`src/rtl/uart_tx_mmio_pkg.sv`:
```
// Shared constants for the memory-mapped UART transmitter: register word offsets,
// STATUS bit positions, FSM encodings and baud clamp. Optional macro: UART_TX_PARITY_EN.
package uart_tx_mmio_pkg;

  // Word offsets within the 16-byte window, compared against addr[3:2].
  localparam logic [1:0] OFF_TXDATA = 2'd0;
  localparam logic [1:0] OFF_STATUS = 2'd1;
  localparam logic [1:0] OFF_BAUD   = 2'd2;
  localparam logic [1:0] OFF_RSVD   = 2'd3;

  localparam int ST_FULL    = 0;
  localparam int ST_EMPTY   = 1;
  localparam int ST_ACTIVE  = 2;
  localparam int ST_OVF     = 3;
  localparam int ST_PARITY  = 4;
  localparam int ST_CNT_LSB = 8;

  localparam logic [15:0] MIN_BAUD = 16'd2;

`ifdef UART_TX_PARITY_EN
  localparam int         STATE_W   = 3;
  localparam logic [2:0] S_IDLE    = 3'd0;
  localparam logic [2:0] S_START   = 3'd1;
  localparam logic [2:0] S_DATA    = 3'd2;
  localparam logic [2:0] S_PARITY  = 3'd3;
  localparam logic [2:0] S_STOP    = 3'd4;
  localparam logic       PARITY_EN = 1'b1;
`else
  localparam int         STATE_W   = 2;
  localparam logic [1:0] S_IDLE    = 2'd0;
  localparam logic [1:0] S_START   = 2'd1;
  localparam logic [1:0] S_DATA    = 2'd2;
  localparam logic [1:0] S_STOP    = 2'd3;
  localparam logic       PARITY_EN = 1'b0;
`endif

  // A bit time shorter than two cycles cannot be produced, so small values saturate.
  function automatic logic [15:0] clamp_baud(input logic [15:0] value);
    return (value < MIN_BAUD) ? MIN_BAUD : value;
  endfunction

endpackage

```
`src/rtl/uart_tx_fifo.sv`:
```
// Synchronous show-ahead FIFO feeding the UART transmitter; depth must be a power of two.
module uart_tx_fifo #(
  parameter int  DEPTH = 8,
  parameter int  WIDTH = 8,
  localparam int AW    = $clog2(DEPTH),
  localparam int CW    = $clog2(DEPTH + 1)
) (
  input  logic             clk,
  input  logic             rst,
  input  logic             push,
  input  logic [WIDTH-1:0] push_data,
  input  logic             pop,
  output logic [WIDTH-1:0] pop_data,
  output logic             full,
  output logic             empty,
  output logic [CW-1:0]    count
);

  logic [WIDTH-1:0] mem [DEPTH];
  logic [AW-1:0]    wr_ptr;
  logic [AW-1:0]    rd_ptr;
  logic             push_ok;
  logic             pop_ok;

  assign full     = (count == CW'(DEPTH));
  assign empty    = (count == '0);
  assign push_ok  = push && !full;
  assign pop_ok   = pop && !empty;
  assign pop_data = mem[rd_ptr];

  // NOTE: storage has no reset; the pointers and count alone define what is valid.
  always_ff @(posedge clk) begin
    if (push_ok) mem[wr_ptr] <= push_data;
  end

  always_ff @(posedge clk) begin
    if (rst) begin
      wr_ptr <= '0;
      rd_ptr <= '0;
      count  <= '0;
    end else begin
      if (push_ok) wr_ptr <= wr_ptr + AW'(1);
      if (pop_ok)  rd_ptr <= rd_ptr + AW'(1);
      case ({push_ok, pop_ok})
        2'b10:   count <= count + CW'(1);
        2'b01:   count <= count - CW'(1);
        default: ;
      endcase
    end
  end

endmodule

```
`src/rtl/uart_tx_mmio.sv`:
```
// Memory-mapped 8N1 UART transmitter with TX FIFO, STATUS and BAUD registers.
// Define UART_TX_PARITY_EN to insert an even-parity bit before the stop bit.
module uart_tx_mmio
  import uart_tx_mmio_pkg::*;
#(
  parameter logic [31:0] BASE_ADDR    = 32'h1000_0000,
  parameter int          FIFO_DEPTH   = 8,
  parameter logic [15:0] CLKS_PER_BIT = 16'd434
) (
  input  logic        clk,
  input  logic        rst,
  input  logic        wr_req,
  input  logic [3:0]  wr_sel,
  input  logic [31:0] wr_addr,
  input  logic [31:0] wr_data,
  input  logic        rd_req,
  input  logic [31:0] rd_addr,
  output logic [31:0] rd_data,
  output logic        uart_txd,
  output logic        busy
);

  localparam int CW = $clog2(FIFO_DEPTH + 1);

  logic               wr_hit;
  logic               rd_hit;
  logic               tx_store;
  logic               ovf_clear;
  logic               baud_store;
  logic               overflow;
  logic [15:0]        baud;
  logic               pop;
  logic [7:0]         fifo_q;
  logic               fifo_full;
  logic               fifo_empty;
  logic [CW-1:0]      fifo_count;
  logic [STATE_W-1:0] state;
  logic [15:0]        cnt;
  logic [15:0]        bit_len;
  logic [2:0]         bit_idx;
  logic [7:0]         shreg;
  logic               parity_q;
  logic               txd_q;
  logic               bit_done;
  logic [31:0]        status_word;
  logic               unused_bits;

  assign wr_hit     = wr_req && (wr_addr[31:4] == BASE_ADDR[31:4]);
  assign rd_hit     = rd_req && (rd_addr[31:4] == BASE_ADDR[31:4]);
  assign tx_store   = wr_hit && (wr_addr[3:2] == OFF_TXDATA) && wr_sel[0];
  assign ovf_clear  = wr_hit && (wr_addr[3:2] == OFF_STATUS) && wr_sel[0] && wr_data[ST_OVF];
  assign baud_store = wr_hit && (wr_addr[3:2] == OFF_BAUD) && (wr_sel[1:0] == 2'b11);
  assign bit_done   = (cnt == '0);
  assign unused_bits = ^{wr_addr[1:0], rd_addr[1:0], wr_sel[3:2], wr_data[31:16]};

  uart_tx_fifo #(.DEPTH(FIFO_DEPTH), .WIDTH(8)) u_fifo (
    .clk       (clk),
    .rst       (rst),
    .push      (tx_store),
    .push_data (wr_data[7:0]),
    .pop       (pop),
    .pop_data  (fifo_q),
    .full      (fifo_full),
    .empty     (fifo_empty),
    .count     (fifo_count)
  );

  // A store that finds the FIFO full is lost even if a pop frees a slot on the same edge.
  always_ff @(posedge clk) begin
    if (rst) begin
      overflow <= 1'b0;
      baud     <= CLKS_PER_BIT;
    end else begin
      if (tx_store && fifo_full) overflow <= 1'b1;
      else if (ovf_clear)        overflow <= 1'b0;
      if (baud_store) baud <= clamp_baud(wr_data[15:0]);
    end
  end

  always_comb begin
    // NOTE: every combinational output gets a default first, so no path can infer a latch.
    pop = 1'b0;
    if (!fifo_empty && (state == S_IDLE || (state == S_STOP && bit_done))) pop = 1'b1;
  end

  // Each bit lasts bit_len cycles; cnt counts down and reloads at every boundary.
  always_ff @(posedge clk) begin
    // NOTE: state registers use non-blocking assignments so every read sees pre-edge values.
    if (rst) begin
      state    <= S_IDLE;
      cnt      <= '0;
      bit_len  <= '0;
      bit_idx  <= '0;
      shreg    <= '0;
      parity_q <= 1'b0;
    end else if (pop) begin
      state    <= S_START;
      shreg    <= fifo_q;
      parity_q <= ^fifo_q;
      bit_len  <= baud;
      cnt      <= baud - 16'd1;
    end else if (state != S_IDLE) begin
      if (!bit_done) begin
        cnt <= cnt - 16'd1;
      end else begin
        cnt <= bit_len - 16'd1;
        case (state)
          S_START: begin
            state   <= S_DATA;
            bit_idx <= '0;
          end
          S_DATA: begin
            shreg   <= shreg >> 1;
            bit_idx <= bit_idx + 3'd1;
`ifdef UART_TX_PARITY_EN
            if (bit_idx == 3'd7) state <= S_PARITY;
          end
          S_PARITY: begin
            state <= S_STOP;
`else
            if (bit_idx == 3'd7) state <= S_STOP;
`endif
          end
          default: state <= S_IDLE;
        endcase
      end
    end
  end

  // The line register trails the FSM by one cycle, giving the two-edge start latency.
  always_ff @(posedge clk) begin
    if (rst) begin
      txd_q <= 1'b1;
    end else begin
      case (state)
        S_START: txd_q <= 1'b0;
        S_DATA:  txd_q <= shreg[0];
`ifdef UART_TX_PARITY_EN
        S_PARITY: txd_q <= parity_q;
`endif
        default: txd_q <= 1'b1;
      endcase
    end
  end

  assign uart_txd = txd_q;
  assign busy     = (state != S_IDLE) || !fifo_empty;

  always_comb begin
    status_word                       = '0;
    status_word[ST_FULL]              = fifo_full;
    status_word[ST_EMPTY]             = fifo_empty;
    status_word[ST_ACTIVE]            = (state != S_IDLE);
    status_word[ST_OVF]               = overflow;
    status_word[ST_PARITY]            = PARITY_EN;
    status_word[ST_CNT_LSB+3:ST_CNT_LSB] = 4'(fifo_count);
  end

  always_comb begin
    rd_data = '0;
    if (rd_hit) begin
      case (rd_addr[3:2])
        OFF_STATUS: rd_data = status_word;
        OFF_BAUD:   rd_data = {16'h0, baud};
        default:    rd_data = '0;
      endcase
    end
  end

endmodule

```
`config.mk`:
```
export PLATFORM = sky130hd
export DESIGN_NAME = uart_tx_mmio
export DESIGN_NICKNAME = d
export VERILOG_FILES = /design/src/rtl/uart_tx_mmio_pkg.sv /design/src/rtl/uart_tx_fifo.sv /design/src/rtl/uart_tx_mmio.sv
export SDC_FILE = /design/constraint.sdc
export NUM_CORES = 1
export LEC_CHECK = 0
export BUFFER_PORTS_ARGS = -buffer_cell sky130_fd_sc_hd__buf_2
export CELL_PAD_IN_SITES_DETAIL_PLACEMENT = 1
export CELL_PAD_IN_SITES_GLOBAL_PLACEMENT = 1
export CORE_MARGIN = 1.5
export CORE_UTILIZATION = 43
export DETAILED_ROUTE_END_ITERATION = 8
export PLACE_DENSITY = 0.78
export SLEW_MARGIN = 10
export SYNTH_ARGS = -nofsm -noshare
export SYNTH_HDL_FRONTEND = slang
export SYNTH_HIERARCHICAL = 1
export SYNTH_SLANG_ARGS = --single-unit
```
`constraint.sdc`:
```
create_clock -name clk -period 4.91 [get_ports clk]
set_input_delay 0.491 -clock clk [delete_from_list [all_inputs] [get_ports clk]]
set_output_delay 0.491 -clock clk [all_outputs]
set_load 0.03 [all_outputs]
```
After elaboration in Yosys (flattened, before gate mapping)
Memories as Yosys holds them, arrays and structs flattened. A register that Yosys moved wholly into a read port is not among the register bits.
Index checks and enable logic that the tools add are counted.
{ "op_classes": {"n_eq_ne": 16, "bitwise_logic": 1, "magnitude_cmp": 1, "n_reduce_logical": 34, "addsub": 8, "muxes": 25} }
{ "op_table": {"columns": ["op", "count"], "rows": [
  ["16-bit two-way mux", 5],
  ["28-bit by 25-bit equality test with 1-bit output, second input constant", 2],
  ["16-bit by 1-bit subtractor with 16-bit output, second input constant", 3],
  ["8-bit two-way mux", 4],
  ["16-bit one-hot mux with 2 select lines", 1],
  ["16-bit zero test", 1],
  ["16-bit by 2-bit < comparator with 1-bit output, second input constant", 1],
  ["1-bit logical AND", 14],
  ["2-bit nonzero test", 7],
  ["2-bit equality test, second input constant", 6],
  ["3-bit by 1-bit adder with 3-bit output, second input constant", 3],
  ["3-bit AND reduction", 3],
  ["2-bit by 1-bit equality test with 1-bit output, second input constant", 4],
  ["1-bit two-way mux", 8],
  ["4-bit one-hot mux with 2 select lines", 1],
  ["3-bit two-way mux", 2],
  ["3-bit one-hot mux with 2 select lines", 1],
  ["4-bit by 1-bit adder with 4-bit output, second input constant", 1],
  ["4-bit equality test, second input constant", 1],
  ["2-bit zero test", 2],
  ["4-bit zero test", 1],
  ["2-bit one-hot mux with 2 select lines", 1],
  ["4-bit AND reduction", 1],
  ["4-bit by 1-bit subtractor with 4-bit output, second input constant", 1],
  ["9 further kinds", 11]
]} }
{ "word_totals": {"wordCells": 98, "reg_bits": 73, "ram_bits": 64, "out_inout_bits": 34, "inputBits": 104, "mem_count": 1} }
{ "mem_list": {"columns": ["memory", "words", "width", "read_ports", "rd_ports_with_merged_regs", "write_ports", "line", "text"], "rows": [
  ["u_fifo.mem", 8, 8, 1, 1, 1, "uart_tx_fifo.sv:19", "logic [WIDTH-1:0] mem [DEPTH];"]
]} }

Depth between registers and ports, before layout
Gate-level depths: netlist of run 1.
{ "logic_depth": {"ltp_word": 8, "ltp_mapped": 18, "ltp_nobuf": 15} }

Modules after synthesis
The synthesis of run 1 kept the hierarchy.
{ "modules_own_cells": {"columns": ["mod", "cells_per_inst", "n_inst", "area_per_inst_um2", "seq_area_each_um2"], "rows": [
  ["uart_tx_mmio", 515, 1, 3896.2, 1261.2],
  ["uart_tx_fifo", 167, 1, 3126.7, 2182.1]
]} }

Least setup slack after synthesis of run 1
OpenSTA, ideal clock, no wires.
{ "synth_path": {"path_type": "register to register", "startpoint": "reg u_fifo.count[1]", "endpoint": "reg cnt[14]", "arrival_ns": 3.568, "path_stages_with_launch": 19, "setup_time_ns": 0.091, "slack_ns": 1.251, "synth_period_minus_slack_ns": 3.659, "n_path_buf": 4, "required_time_ns": 4.819, "path_cell_list": "dfxtp_1 > buf_6 > nor4_1 > o21ba_1 > buf_2 > a31oi_4 > inv_2 > buf_2 > buf_1 > nand2_1 > o21a_1 > ha_1 > nor4b_1 > nand3_1 > o21ai_1 > nor2_1 > nor4b_2 > nand3_1 > a311oi_1"} }
{ "synth_between": {"elab_chain_cells": 5, "word_cells_on_any_way": 6, "classes_between": "2 x mux; 4 x reduce/logical"} }
{ "synth_rtl": {"columns": ["item", "line", "text"], "rows": [
  ["from (decl)", "uart_tx_fifo.sv:16", "output logic [CW-1:0] count"],
  ["from (signal assigned)", "uart_tx_fifo.sv:45", "2'b10: count <= count + CW'(1);"],
  ["from (signal assigned)", "uart_tx_fifo.sv:46", "2'b01: count <= count - CW'(1);"],
  ["4-bit zero test *", "uart_tx_fifo.sv:26", "assign empty = (count == '0);"],
  ["named net fifo_empty", "uart_tx_mmio.sv:35", "logic fifo_empty;"],
  ["1-bit zero test *", "uart_tx_mmio.sv:83", "if (!fifo_empty && (state == S_IDLE || (state == S_STOP && bit_done))) pop = 1'b1;"],
  ["1-bit logical AND *", "uart_tx_mmio.sv:83", null],
  ["1-bit two-way mux *", "uart_tx_mmio.sv:83", null],
  ["16-bit two-way mux or 2-bit nonzero test (tied branches)", null, null],
  ["to (signal assigned)", "uart_tx_mmio.sv:101", "cnt <= baud - 16'd1;"],
  ["to (signal assigned)", "uart_tx_mmio.sv:104", "cnt <= cnt - 16'd1;"],
  ["to (signal assigned)", "uart_tx_mmio.sv:106", "cnt <= bit_len - 16'd1;"],
  ["to (decl)", "uart_tx_mmio.sv:38", "logic [15:0] cnt;"]
]} }
The timed path passes the listed nets; every way through them passes the cells marked *.
A chain may end at the register's enable or synchronous reset.

Worst setup path after layout of run 1
Ends and elaborated chain as after synthesis.

==> flow_summary.json, run 1 <==
{
  "status": "finished, final reports clean",
  "rsz0062_at_grt": "no",
  "ys.flop_type": "dfxtp_1",
  "die_h_um": 131,
  "synth_seq_cells": 140,
  "power_density_nw_per_um2": 316,
  "io_pins": 138,
  "wl_um": 20700,
  "hold_path.class": "in -> reg",
  "grt_max_degree": 68,
  "initial_core_util": 0.441,
  "yosysUniqueCellTypes": 74,
  "core_area_um2": 15900,
  "clkLatencyLatePin_ns": 0.44,
  "routedWlPerCell_um": 20.7,
  "post-route-drc-count": 0,
  "crit_path_max_fanout": 38,
  "relSlewSlack": 0.204,
  "worst_pin_slew_ns": 1.19,
  "fillers": 1795,
  "num_rows": 46,
  "yosysWarnings": 6,
  "synth_area_per_cell_um2": 10.3,
  "antenna_cells": 0,
  "syn_to_final_growth_pct": 17.1,
  "layout-drive-gt1-share": 0.212,
  "die-area_um2": 17100,
  "ant_nets": 0,
  "cts_num_sinks": 140,
  "syn_area_um2": 7020,
  "gp_congestion": 0.864,
  "grt_pass1_vias": 6105,
  "reg2reg_from": "u_fifo/count[1]",
  "switching_share": 0.255,
  "cp.required_ns": 5.25,
  "numCtsBuffers": 17,
  "drtIter0Drc": 324,
  "skew_ns": 0.00836,
  "synthArstFlopShare": 0,
  "final_nets": 892,
  "wl_met2_um": 10400,
  "cts_max_level": 4,
  "vias": 5877,
  "hold_viol_final": 0,
  "hold_buffers": 0,
  "fin_setup_tns_ns": 0,
  "cts_resized": 0,
  "dpl.hpwl_um": 14500,
  "synth_edf_count": 64,
  "p_leak_nw": 3.09,
  "highest_layer": "met4",
  "grt_overflow": 0,
  "switching_power_mw": 0.662,
  "path_class": "reg -> reg",
  "drt-met1-wl_um": 8640,
  "multi_input_area_um2": 3280,
  "crit_path_end_kind": "flip-flop",
  "synth_cells": 682,
  "combPwrFrac": 0.032,
  "finalCritPeriodShare": 0.889,
  "wl_met3_um": 1090,
  "drt_first_pass_iters": 5,
  "post_cts_buffers": 0,
  "critPathArrivalTime_ns": 4.71,
  "cts-root-buf": "clkbuf_16",
  "max_freq_ghz": 0.229,
  "power_frac_clock": 0.500,
  "pwr-share-seq": 0.468,
  "cp-startpoint": "u_fifo/count[1]",
  "crit_path_start_kind": "flip-flop",
  "hold_start": "wr_data[8]",
  "antenna_found_initial": 0,
  "slew_violations": 0,
  "p_int_mw": 1.94,
  "avgViaCountPerCell": 5.86,
  "seq_area_frac_synth": 0.490,
  "ir_drop_uv": 234,
  "cts_buffer_depth": 2,
  "path_clk_slew_ns": 0.07,
  "grt_pass1_wl_um": 32600,
  "cts_tree": "built",
  "maxCapViolCount": 0,
  "regArea_um2": 3440,
  "whs_ns": 0.317,
  "port_buffers": 99,
  "finalSetupViolations": 0,
  "die_x_um": 131,
  "fin_crit_ns": 4.36,
  "grt_usage": 0.256
}
==> kinds of logic after synthesis <==
group	Yosys count	share of synthesized area
AOI/OAI and AO/OA	137	0.134
xor gates and xnor gates	11	0.0137
adders and majority gates	14	0.0249
buffers and inverters	65	0.0502
DFF	140	0.490
muxes	35	0.0898
other	1	0.000534
and+or+nand+nor	279	0.197
==> layout make-up <==
type / instances / share of cell area
well taps: 216 / 0.0329
flip-flops and latches: 140 / 0.419
multi-input cells: 492 / 0.399
inverters: 14 / 0.00639
clock buffers: 17 / 0.0517
clock inverters: 15 / 0.0218
repair buffers: 109 / 0.0694
==> synth_stat cells, drive strengths merged, types with 3 or more instances <==
master  instances  area share
o21ai          13      0.0093
mux4           16       0.059
a211oi          8      0.0086
a221o           3      0.0043
mux2i          10       0.016
a21oi          52       0.039
nand2          84       0.045
buf            31       0.032
inv            12      0.0064
nor3           24       0.017
o22ai           4      0.0045
o31ai           4      0.0043
mux2            9       0.014
or2             3      0.0027
a311oi          3      0.0037
ha             14       0.025
dfxtp          76        0.22
nand4           7      0.0062
nand3          15       0.011
and2            3      0.0027
edfxtp         64        0.27
clkbuf         20       0.011
and3           13       0.012
nand2b          4      0.0036
nor2           74       0.040
and4            3      0.0037
nor2b           7      0.0062
nor4           21       0.023
or3             9      0.0080
a22oi          16       0.017
xnor2           3      0.0037
xor2            8       0.010
nor4b           6      0.0084
o21a            4      0.0043
a31oi           9       0.010
==> routing by layer <==
layer  GRT usage  up-vias
li1            -     2705
met1       0.315     2935
met2       0.435      186
met3      0.0578       51
met4       0.112        0
met5           0        -
==> cells in the final DEF, fill, tap and decap left out, types with 4 or more instances in the layout <==
| master | synthesis | layout |
|---|---|---|
| nand2b_1 | 4 | 4 |
| a22oi_1 | 16 | 16 |
| o31ai_1 | 4 | 4 |
| mux4_1 | 15 | 15 |
| o21a_1 | 4 | 4 |
| clkbuf_16 | 0 | 17 |
| nor3_1 | 24 | 24 |
| nor4b_1 | 5 | 5 |
| mux2i_1 | 9 | 9 |
| and3_1 | 13 | 13 |
| nor2b_1 | 7 | 7 |
| a31oi_1 | 8 | 8 |
| buf_4 | 17 | 10 |
| nor4_1 | 18 | 18 |
| o21ai_0 | 10 | 10 |
| edfxtp_1 | 64 | 64 |
| mux2_2 | 9 | 9 |
| a211oi_1 | 8 | 8 |
| nor2_1 | 73 | 73 |
| dfxtp_1 | 76 | 76 |
| inv_1 | 11 | 11 |
| clkinv_8 | 0 | 4 |
| a21oi_1 | 51 | 51 |
| buf_2 | 5 | 99 |
| ha_1 | 14 | 14 |
| xor2_1 | 8 | 8 |
| nand3_1 | 15 | 15 |
| conb_1 | 1 | 16 |
| or3_1 | 9 | 9 |
| inv_8 | 0 | 7 |
| nand2_1 | 84 | 84 |
| nand4_1 | 7 | 7 |
==> power by group through the flow <==
stage / logic (mW) / clock network [mW] / registers (mW)
floorplan: 0.0415 / 0 / 1.24
global placement: 0.0790 / 0 / 1.24
detailed placement: 0.0822 / 0 / 1.24
CTS: 0.0828 / 1.32 / 1.22
global route: 0.0902 / 1.36 / 1.22
finish: 0.0821 / 1.30 / 1.22
==> final timing paths <==
check / end / slack, ns / cells past startpoint
worst max-delay path: cnt[14] / 0.55 / 14
worst min-delay path: baud[8] / 0.32 / 2
worst min register to register: bit_idx[1] / 0.47 / 2
worst max register to register: cnt[14] / 0.55 / 14
==> worst max-delay path: stages (launching register included) <==
cell      delay [ns]
dfxtp_1         0.50
nor4_1          0.09
buf_4           0.17
o21ba_1         0.52
a31oi_4         0.15
buf_4           0.32
o21ai_1         0.23
ha_1            0.25
nor4b_1         0.58
nand3_1         0.20
o21ai_1         0.27
nor2_1          0.15
nor4b_2         0.44
nand3_1         0.13
a311oi_1        0.28
==> metrics by stage <==
step	instance area, um2	setup slack (ns)	power [mW]	utilization	cells
2_1_floorplan	7080	1.25	1.28	-	697
3_3_place_gp	7620	1.03	1.32	0.478	971
3_5_place_dp	7620	0.845	1.32	0.478	971
4_1_cts	8220	0.657	2.62	0.516	1003
5_1_grt	8220	0.335	2.66	0.516	1003
6_report	8220	0.545	2.60	0.516	1003
==> state kept, by name, summed over array words and instances (netlist names), named ones only <==
| register | cells |
|---|---|
| baud | 16 |
| bit_idx | 3 |
| bit_len | 16 |
| cnt | 16 |
| overflow | 1 |
| shreg | 8 |
| state | 2 |
| u_fifo/count | 4 |
| u_fifo/mem | 64 |
| u_fifo/rd_ptr | 3 |
| u_fifo/wr_ptr | 3 |
| uart_txd | 1 |
(Power assumes the default switching activity.)
==> run 2, diff against run 1 <==
Settings changed: CELL_PAD_IN_SITES_GLOBAL_PLACEMENT 1 to 2, CORE_UTILIZATION 43 to 35.
==> flow_summary.json, run 2 (synthesis gave the netlist of run 1 again) <==
{
  "path_class": "reg -> reg",
  "skew_ns": 0.0120,
  "whs_ns": 0.316,
  "wl_um": 20200,
  "grt_usage": 0.205,
  "fin_util": 0.424,
  "routedWlPerCell_um": 19.2,
  "vias": 5766,
  "hold_depth": 3,
  "port_buffers": 99,
  "core_area_um2": 19600,
  "grt_pass1_vias": 5923,
  "finalCritPeriodShare": 0.837,
  "rsz0062_at_grt": "no",
  "worst_pin_slew_ns": 0.964,
  "cp.required_ns": 5.23,
  "cts_resized": 0,
  "slew_violations": 0,
  "cts_buffer_depth": 2,
  "cts-root-buf": "clkbuf_16",
  "p_leak_nw": 3.10,
  "gp_congestion": 0.851,
  "post_cts_buffers": 0,
  "final_common_cell": "buf_2",
  "grt_max_degree": 68,
  "drtIter0Drc": 321,
  "largest_register": "u_fifo/mem",
  "num_rows": 51,
  "syn_to_final_growth_pct": 18.2,
  "final_nets": 893,
  "dpl-instance-area_um2": 7680,
  "grt_pass1_wl_um": 32100,
  "relSlewSlack": 0.357,
  "fillers": 2232,
  "clkLatencyLatePin_ns": 0.44,
  "die_h_um": 145,
  "antenna_cells": 0,
  "maxCapViolCount": 0,
  "finalSetupViolations": 0,
  "die-area_um2": 20900,
  "crit_path_start_kind": "flip-flop",
  "max_freq_ghz": 0.243,
  "crit_path_max_fanout": 33,
  "cts_num_sinks": 140,
  "status": "finished, final reports clean",
  "hold_viol_final": 0,
  "avgViaCountPerCell": 5.48,
  "numCtsBuffers": 17,
  "largest_reg_flops": 64,
  "grt_overflow": 0,
  "io_pins": 138,
  "dpl.hpwl_um": 14700,
  "ant_nets": 0,
  "die_x_um": 145,
  "antenna_found_initial": 0,
  "fin_crit_ns": 4.11,
  "layout.cells.most_common_list": "99 x buf_2, 84 x nand2_1, 76 x dfxtp_1, 73 x nor2_1, 64 x edfxtp_1",
  "fin_setup_tns_ns": 0,
  "layout-drive-gt1-share": 0.213,
  "cts_max_level": 4,
  "crit_path_end_kind": "flip-flop",
  "power_density_nw_per_um2": 314,
  "post-route-drc-count": 0,
  "ir_drop_uv": 266,
  "hold_path.class": "in -> reg",
  "critPathArrivalTime_ns": 4.43,
  "initial_core_util": 0.358,
  "fin_area_um2": 8300,
  "cts_tree": "built",
  "hold_buffers": 0,
  "path_clk_slew_ns": 0.07,
  "drt_first_pass_iters": 4,
  "r2r.worst_path.cells": 11
}
## run 2: area by class of cell
class                           instances  area, um2  area share
Inverter                               14       52.6     0.00633
Sequential cell                       140       3440       0.415
Timing Repair Buffer                  110        578      0.0696
Clock inverter                         15        189      0.0228
Multi-Input combinational cell        492       3280       0.395
Clock buffer                           17        425      0.0512
Tap cell                              265        332      0.0399
## run 2: critical path: stages (launching register included)
cell and delay (ns):
dfxtp_1 0.52, nor4_1 0.09, buf_4 0.16, o21ba_1 0.58
a31oi_4 0.30, inv_2 0.16, buf_4 0.41, o41a_1 0.41
ha_1 0.37, or3_1 0.41, o32ai_1 0.19, mux2_2 0.37
## run 2: per-stage QoR
stage	total power, mW	setup slack, ns	std cells
3_5_place_dp	1.33	0.827	1020
4_1_cts	2.63	0.800	1052
6_report	2.61	0.800	1053
3_3_place_gp	1.32	0.921	1020
5_1_grt	2.69	0.455	1053
2_1_floorplan	1.28	1.25	697
## run 2: power by group
group / switching [mW] / total, mW / internal (mW)
Sequential: 0.000000000304 / 1.22 / 1.22
Clock: 0.617 / 1.31 / 0.693
Combinational: 0.0546 / 0.0823 / 0.0277
Total: 0.672 / 2.61 / 1.94
## run 2: worst paths after layout
kind | slack (ns) | startpoint | to
setup reg to reg | 0.80 | u_fifo/count[1] | u_fifo/count[3]
setup / recovery | 0.80 | u_fifo/count[1] | u_fifo/count[3]
hold reg to reg | 0.47 | bit_len[13] | bit_len[13]
hold / removal | 0.32 | wr_data[9] | baud[9]
## run 2: metal layers
metal / GRT usage / part of all wire
met1: 0.266 / 0.46
met2: 0.343 / 0.48
met3: 0.0369 / 0.046
met4: 0.0718 / 0.016
met5: 0 / 0
